### config.mk
export PLATFORM = sky130hd
export DESIGN_NAME = spi_reg_slave
export DESIGN_NICKNAME = d
export VERILOG_FILES = /design/src/rtl/spi_reg_slave.sv
export SDC_FILE = /design/constraint.sdc
export NUM_CORES = 1
export LEC_CHECK = 0
export CAP_MARGIN = 5
export CORE_MARGIN = 1.5
export CORE_UTILIZATION = 53
export CTS_CLUSTER_DIAMETER = 150
export CTS_CLUSTER_SIZE = 25
export DETAILED_ROUTE_END_ITERATION = 10
export MAX_ROUTING_LAYER = met4
export PLACE_DENSITY_LB_ADDON = 0.12
export SYNTH_ARGS = -nofsm -noshare
export SYNTH_HDL_FRONTEND = slang
export SYNTH_SLANG_ARGS = --single-unit
### constraint.sdc
create_clock -name osc_clk -period 2.7 [get_ports osc_clk]
set_input_delay 0.54 -clock osc_clk [delete_from_list [all_inputs] [get_ports osc_clk]]
set_output_delay 0.54 -clock osc_clk [all_outputs]
set_load 0.02 [all_outputs]
### src/rtl/spi_reg_slave.sv
// SPI register slave: receives 32-bit frames over SPI and writes 16-bit registers.
// Every new frame shifts out a status word with the last addressed register.
//
// Ports:
//   osc_clk      system clock; all logic runs on its rising edge
//   rst          synchronous active-high reset
//   SCK          SPI clock from the master (asynchronous)
//   SSEL         SPI select, active-low (asynchronous)
//   MOSI         serial data from the master (asynchronous)
//   MISO         serial readback data, MSB first
//   MISO_oe      pad enable, high while synchronized SSEL is low
//   frame_data   last good 32-bit word received
//   frame_valid  one-cycle pulse on a good 32-bit frame
//   frame_err    one-cycle pulse on a frame of any other length
//   Registers    8 x 16-bit register file, register n at [16n+15:16n]
module spi_reg_slave #(
    parameter int unsigned REG_COUNT  = 8,
    parameter logic [7:0]  STATUS_TAG = 8'hA5
) (
    input  logic         osc_clk,
    input  logic         rst,
    input  logic         SCK,
    input  logic         SSEL,
    input  logic         MOSI,
    output logic         MISO,
    output logic         MISO_oe,
    output logic [31:0]  frame_data,
    output logic         frame_valid,
    output logic         frame_err,
    output logic [127:0] Registers
);

    typedef enum logic {IDLE, SHIFT} state_t;

    localparam logic [4:0] REG_LIM = 5'(REG_COUNT);

    logic [2:0]  sck_s;
    logic [2:0]  ssel_s;
    logic [2:0]  mosi_s;
    logic        sync_live;
    logic        ssel_armed;

    state_t      state;
    logic [5:0]  bit_cnt;
    logic [31:0] rx_shift;
    logic [31:0] tx_shift;
    logic [3:0]  last_addr;

    logic        sck_rise;
    logic        sck_fall;
    logic        ssel_fall;
    logic        ssel_rise;
    logic        addr_ok;
    logic [15:0] rd_reg;

    // Two sync flops plus one history flop per pin.
    // ssel_armed only sets once a genuine high SSEL has been sampled after
    // reset, so SSEL already low at reset release cannot start a frame.
    always_ff @(posedge osc_clk) begin
        if (rst) begin
            sck_s      <= 3'b000;
            ssel_s     <= 3'b111;
            mosi_s     <= 3'b000;
            sync_live  <= 1'b0;
            ssel_armed <= 1'b0;
        end else begin
            sck_s     <= {sck_s[1:0], SCK};
            ssel_s    <= {ssel_s[1:0], SSEL};
            mosi_s    <= {mosi_s[1:0], MOSI};
            sync_live <= 1'b1;
            if (sync_live && ssel_s[0])
                ssel_armed <= 1'b1;
        end
    end

    assign sck_rise  = sck_s[1] & ~sck_s[2];
    assign sck_fall  = ~sck_s[1] & sck_s[2];
    assign ssel_fall = ~ssel_s[1] & ssel_s[2] & ssel_armed;
    assign ssel_rise = ssel_s[1] & ~ssel_s[2];

    assign addr_ok = {1'b0, rx_shift[19:16]} < REG_LIM;
    assign rd_reg  = ({1'b0, last_addr} < REG_LIM)
                   ? Registers[{last_addr[2:0], 4'h0} +: 16]
                   : 16'h0000;

    assign MISO    = tx_shift[31];
    assign MISO_oe = ~ssel_s[1];

    always_ff @(posedge osc_clk) begin
        if (rst) begin
            state       <= IDLE;
            bit_cnt     <= 6'd0;
            rx_shift    <= 32'h0;
            tx_shift    <= 32'h0;
            frame_data  <= 32'h0;
            last_addr   <= 4'h0;
            Registers   <= 128'h0;
            frame_valid <= 1'b0;
            frame_err   <= 1'b0;
        end else begin
            frame_valid <= 1'b0;
            frame_err   <= 1'b0;
            unique case (state)
                IDLE: begin
                    if (ssel_fall) begin
                        state    <= SHIFT;
                        bit_cnt  <= 6'd0;
                        tx_shift <= {STATUS_TAG, 4'h0, last_addr, rd_reg};
                    end
                end
                SHIFT: begin
                    // SSEL edges win over a coincident SCK edge.
                    if (ssel_rise) begin
                        state <= IDLE;
                        if (bit_cnt == 6'd32) begin
                            frame_data  <= rx_shift;
                            frame_valid <= 1'b1;
                            last_addr   <= rx_shift[19:16];
                            if (addr_ok)
                                Registers[{rx_shift[18:16], 4'h0} +: 16]
                                    <= rx_shift[15:0];
                        end else begin
                            frame_err <= 1'b1;
                        end
                    end else if (sck_rise) begin
                        rx_shift <= {rx_shift[30:0], mosi_s[2]};
                        bit_cnt  <= (bit_cnt == 6'd33) ? 6'd33
                                                       : bit_cnt + 6'd1;
                    end else if (sck_fall) begin
                        tx_shift <= {tx_shift[30:0], 1'b0};
                    end
                end
                default: state <= IDLE;
            endcase
        end
    end

endmodule

# Yosys cells after proc, flatten, opt, wreduce, memory -nomap -nowiden
# Cells that the tools add are included.
# op_classes
add_sub_neg	2
order_cmp	2
eq_ne	7
n_shift	3
mux	18
n_bitwise	11
n_reduce_logical	7
# ops
cell	count
bitwise mux 128 bit	1
2-to-1 mux 32 bit	4
variable shift 16 x 9 -> 128 bit (first input constant)	1
indexed part select 128 x 8 -> 16 bit	1
indexed part select 16 x 9 -> 128 bit	1
one-hot mux 32 bit (2 select lines)	1
2-to-1 mux 6 bit	4
2-to-1 mux 16 bit	1
== test 6 bit (second input constant)	2
one-hot mux 6 bit (2 select lines)	1
negator 7 -> 9 bit	1
AND reduction 3 bit	3
less-than comparator 4 bit (second input constant)	2
AND reduction 4 bit	2
adder 6 x 1 -> 6 bit (second input constant)	1
inequality test 2 bit (second input constant)	3
NOT 1 bit	6
bitwise AND 1 bit	5
2-to-1 mux 1 bit	5
inequality test 2 x 1 -> 1 bit (second input constant)	2
OR reduction 3 bit	1
one-hot mux 1 bit (2 select lines)	1
logical AND 1 bit	1
# totals
ff_bits	248
output_inout_bits	164

# Depth between registers and ports, before layout
# depth
word_depth	6
ltp_mapped	10
mapped_depth_nobuf	7

# Least setup slack after synthesis
# No wires, ideal clock.
# synth_path
path_kind	register -> register
from	register rx_shift[16]
to	register Registers[71]
setup_ns	0.059
arrival_ns	2.274
slack_ns	0.367
stages_incl_launch_ff	10
cell_sequence	dfxtp_1 clkbuf_1 inv_1 ha_1 ha_1 nor3b_1 clkbuf_1 nand2_1 nor4_1 a31o_1
# synth_via
elab_chain_cells	3
elab_cells_between_ends	6
classes_between	add/sub (1); order compare (1); shift (2); mux (1); reduce/logical (1)
# synth_lines
item	line_no	text
start, declared	45	logic [31:0] rx_shift;
start signal, assigned	126	rx_shift <= {rx_shift[30:0], mosi_s[2]};
negator 7 -> 9 bit	120	Registers[{rx_shift[18:16], 4'h0} +: 16]
indexed part select 16 x 9 -> 128 bit or variable shift 16 x 9 -> 128 bit (tied branches)	120	
bitwise mux 128 bit	120	
end signal, assigned	97	Registers <= 128'h0;
end, declared	30	output logic [127:0] Registers
# Parallel ways exist; a longest one is shown, timed or not.
# A chain may end at the register's enable or synchronous reset.

# Final worst setup path
# layout_path
from	register frame_data[18]
to	output frame_data[18]
# layout_rtl
item	line_no	text
start, declared	27	output logic [31:0] frame_data,
start signal, assigned	116	frame_data <= rx_shift;
# No word-level cell between the ends.

==> results.sh <==
export IMPL_drv_max_cap_violation_count=0
export IMPL_remaining_drc_errors=0
export IMPL_placedInstanceArea_um2=12100
export IMPL_tightestPinTransition_ps=920
export IMPL_worstSetupStartpointType="register"
export IMPL_element_type_at_the_critical_path_end="output port"
export IMPL_residual_overflow_from_global_routing=0
export IMPL_ctsLongestPathBuffers=3
export IMPL_synth_largest_area_cell="sky130_fd_sc_hd__dfxtp_1"
export IMPL_synth_warnings=0
export IMPL_setup_viol=0
export IMPL_cp_top_family="buffers and inverters"
export IMPL_path_buf_inv=1
export IMPL_post_cts_hold_buffer_count=0
export IMPL_worstReg2RegStart="rx_shift[17]"
export IMPL_cts_sink_count=244
export IMPL_synth_area_leaders="sky130_fd_sc_hd__dfxtp_1, sky130_fd_sc_hd__mux2i_1, sky130_fd_sc_hd__nand2_1, sky130_fd_sc_hd__mux4_2, sky130_fd_sc_hd__a21oi_1"
export IMPL_drt_iter0_drc=662
export IMPL_timing_slew_headroom_pct=38.7
export IMPL_worstSkewPairLatency_ps=470
export IMPL_hold_viol=0
export IMPL_syn_cell_area_um2=10300
export IMPL_die_height_um=142
export IMPL_clock_root_buffer="sky130_fd_sc_hd__clkbuf_16"
export IMPL_nNetsFinal=1210
export IMPL_fin_skew_ps=10.3
export IMPL_yosys_most_used_dff="sky130_fd_sc_hd__dfxtp_1"
export IMPL_cts_resized=0
export IMPL_startpoint_of_the_tightest_hold_check_path="rst"
export IMPL_power_w=0.00574
export IMPL_run_status="complete, no violations"
export IMPL_rsz_0062_raised_after_global_routing="no"
export IMPL_stdcell_area_um2=12500
export IMPL_firstDrtPassIters=5
export IMPL_critical_path_max_fanout=20
export IMPL_post_synth_inst_count=1077
export IMPL_ctsHtreeMaxLevel=1
export IMPL_synthesized_area_per_cell_um2=9.52
export IMPL_mostFrequentLayoutCells="sky130_fd_sc_hd__nand2_1, sky130_fd_sc_hd__dfxtp_1, sky130_fd_sc_hd__clkdlybuf4s50_1"
export IMPL_design_core_area_um2=18800
export IMPL_detail_route_antenna_nets=0
export IMPL_vdd_drop_max_uv=387
export IMPL_ff2ff_path_depth=7
export IMPL_worst_endpoint_required_ps=2160
export IMPL_grt_pass1_wl_um=43900
export IMPL_mappedNetlistNets=1088
export IMPL_die_w_um=142
export IMPL_insertedDiodeCount=0
export IMPL_synth_edff_count=0
export IMPL_design_portCount=169
export IMPL_clock_transition_at_the_registers_of_the_reported_paths_ps=100
export IMPL_critPathArrivalTime_ps=1940
export IMPL_routed_via_count=8494
export IMPL_synth_seq_area_share_pct=47.6
export IMPL_leakage_nw=4.13
export IMPL_synth_cell_types=50
export IMPL_antenna_found_initial=0
export IMPL_synthDominantCellAreaShare_pct=47.6
export IMPL_timing_critical_path_cells="clkdlybuf4s50_1"
export IMPL_setup_total_negative_slack_ps=0
export IMPL_grt_start_max_net_pins=93
export IMPL_worst_r2r_setup_slack_ps=270
export IMPL_timing_rr_end="Registers[87]"
export IMPL_place_gp_congestion=0.866
export IMPL_power_per_cell_area_nw_per_um2=460
export IMPL_cpPeakStageDelay_ps=740
export IMPL_crit_path_top_delay_cell="sky130_fd_sc_hd__clkdlybuf4s50_1"
export IMPL_number_of_global_route_vias_before_repair=7748
export IMPL_drt_vias_per_instance=5.83
export IMPL_initial_utilization_pct=54.5
export IMPL_tritoncts="done"
export IMPL_final_period_utilization_pct=91.8
export IMPL_fmax_mhz=403
export IMPL_io_buffers=168
export IMPL_postSynthRegisterBits=244
export IMPL_placement_setup_worst_slack_ps=335
export IMPL_hpwl_um=19200
export IMPL_hold_end="sck_s[0]"
export IMPL_wl_per_instance_um=19.5
export IMPL_synth_async_sr_flop_share_pct=0
export IMPL_tritoncts_num_buffers=13
export IMPL_layout_drive_gt1_share_pct=11.5
export IMPL_total_setup_buffers_inserted_after_cts=0
export IMPL_row_count=50
export IMPL_worst_hold_path_num_cells=2
export IMPL_groute_usage_overall_pct=28.5
export IMPL_setup_slack_ps=220
export IMPL_setup_worst_path_class="register to output port"
export IMPL_clock_period_minus_final_worst_setup_slack_ps=2480
export IMPL_timing_max_transition_violations_final=0
export IMPL_flow_area_growth_from_synthesis_pct=21.5
export IMPL_design_die_area_um2=20200
export IMPL_routed_wirelength_um=28500
export IMPL_worst_hold_path_type="input pin to register"
export IMPL_layout_commonest_cell="sky130_fd_sc_hd__nand2_1"
-- synth_stat cells, drive strengths merged (10+ instances only) --
| cell type | instances |
|---|---|
| dfxtp | 244 |
| nor2 | 18 |
| a31o | 49 |
| nand3 | 35 |
| nor3 | 42 |
| mux4 | 32 |
| nand2 | 245 |
| o22ai | 15 |
| buf | 21 |
| inv | 12 |
| mux2i | 107 |
| clkbuf | 71 |
| and3 | 10 |
| a21oi | 83 |
| nor4 | 10 |
| and2 | 15 |
-- state kept, by name, indices dropped and copies added, names as in the netlist --
register,flops
frame_err,1
ssel_armed,1
frame_valid,1
Registers,128
tx_shift,32
state,1
mosi_s,3
bit_cnt,6
rx_shift,32
sck_s,3
ssel_s,3
frame_data,32
sync_live,1
-- final cells by class --
type,instances,area [µm²]
fill,1528,6370
multi-input combinational,729,4930
sequential,244,4890
timing repair buffer,199,1940
clock buffer,13,325
tap,260,325
inverter,12,47.5
clock inverter,1,8.76
-- metal layers --
metal	vias up	global-route usage (%)	routed length, µm
met5	-	-	0
met4	0	6.89	571
met3	37	5.28	2080
met2	325	43.1	13000
met1	4118	39.8	12800
li1	4014	-	-
-- logic make-up (layout without fill, tap and decap cells) --
logic type      Yosys count  after routing  share of synthesized area (%)
buf+inv                 104            225                           4.39
mux                     139            139                           17.5
flops                   244            244                           47.6
xor+xnor                  1              1                         0.0854
fa+ha+maj                 6              6                          0.732
simple gates            410            410                           18.7
compound gates          173            173                           10.9
-- report_power, final --
part	switching [W]	leakage, nW	internal [W]
sequential	0.00000679	1.97	0.00361
clock	0.00113	0.164	0.000876
combinational	0.0000870	1.99	0.0000284
-- worst max path at each step --
stage              startpoint        endpoint  slack, ps  cells after the start
6_report       frame_data[18]  frame_data[18]        220                      1
5_1_grt          rx_shift[17]  Registers[120]        150                      5
4_1_cts        frame_data[18]  frame_data[18]        210                      1
3_5_place_dp     rx_shift[17]   Registers[83]        340                      7
3_3_place_gp     rx_shift[17]   Registers[89]        370                      7
2_1_floorplan    rx_shift[16]   Registers[71]        370                      9
-- per-stage QoR --
| step | util, % | hold slack, ps | cells |
|---|---|---|---|
| after floorplan | - | 414 | 1077 |
| after global placement | 64.4 | 421 | 1444 |
| after detailed placement | 64.4 | 437 | 1444 |
| after CTS | 66.2 | 272 | 1458 |
| after global routing | 66.2 | 292 | 1458 |
| final | 66.2 | 283 | 1458 |
Power figures use the tool's default switching activity.
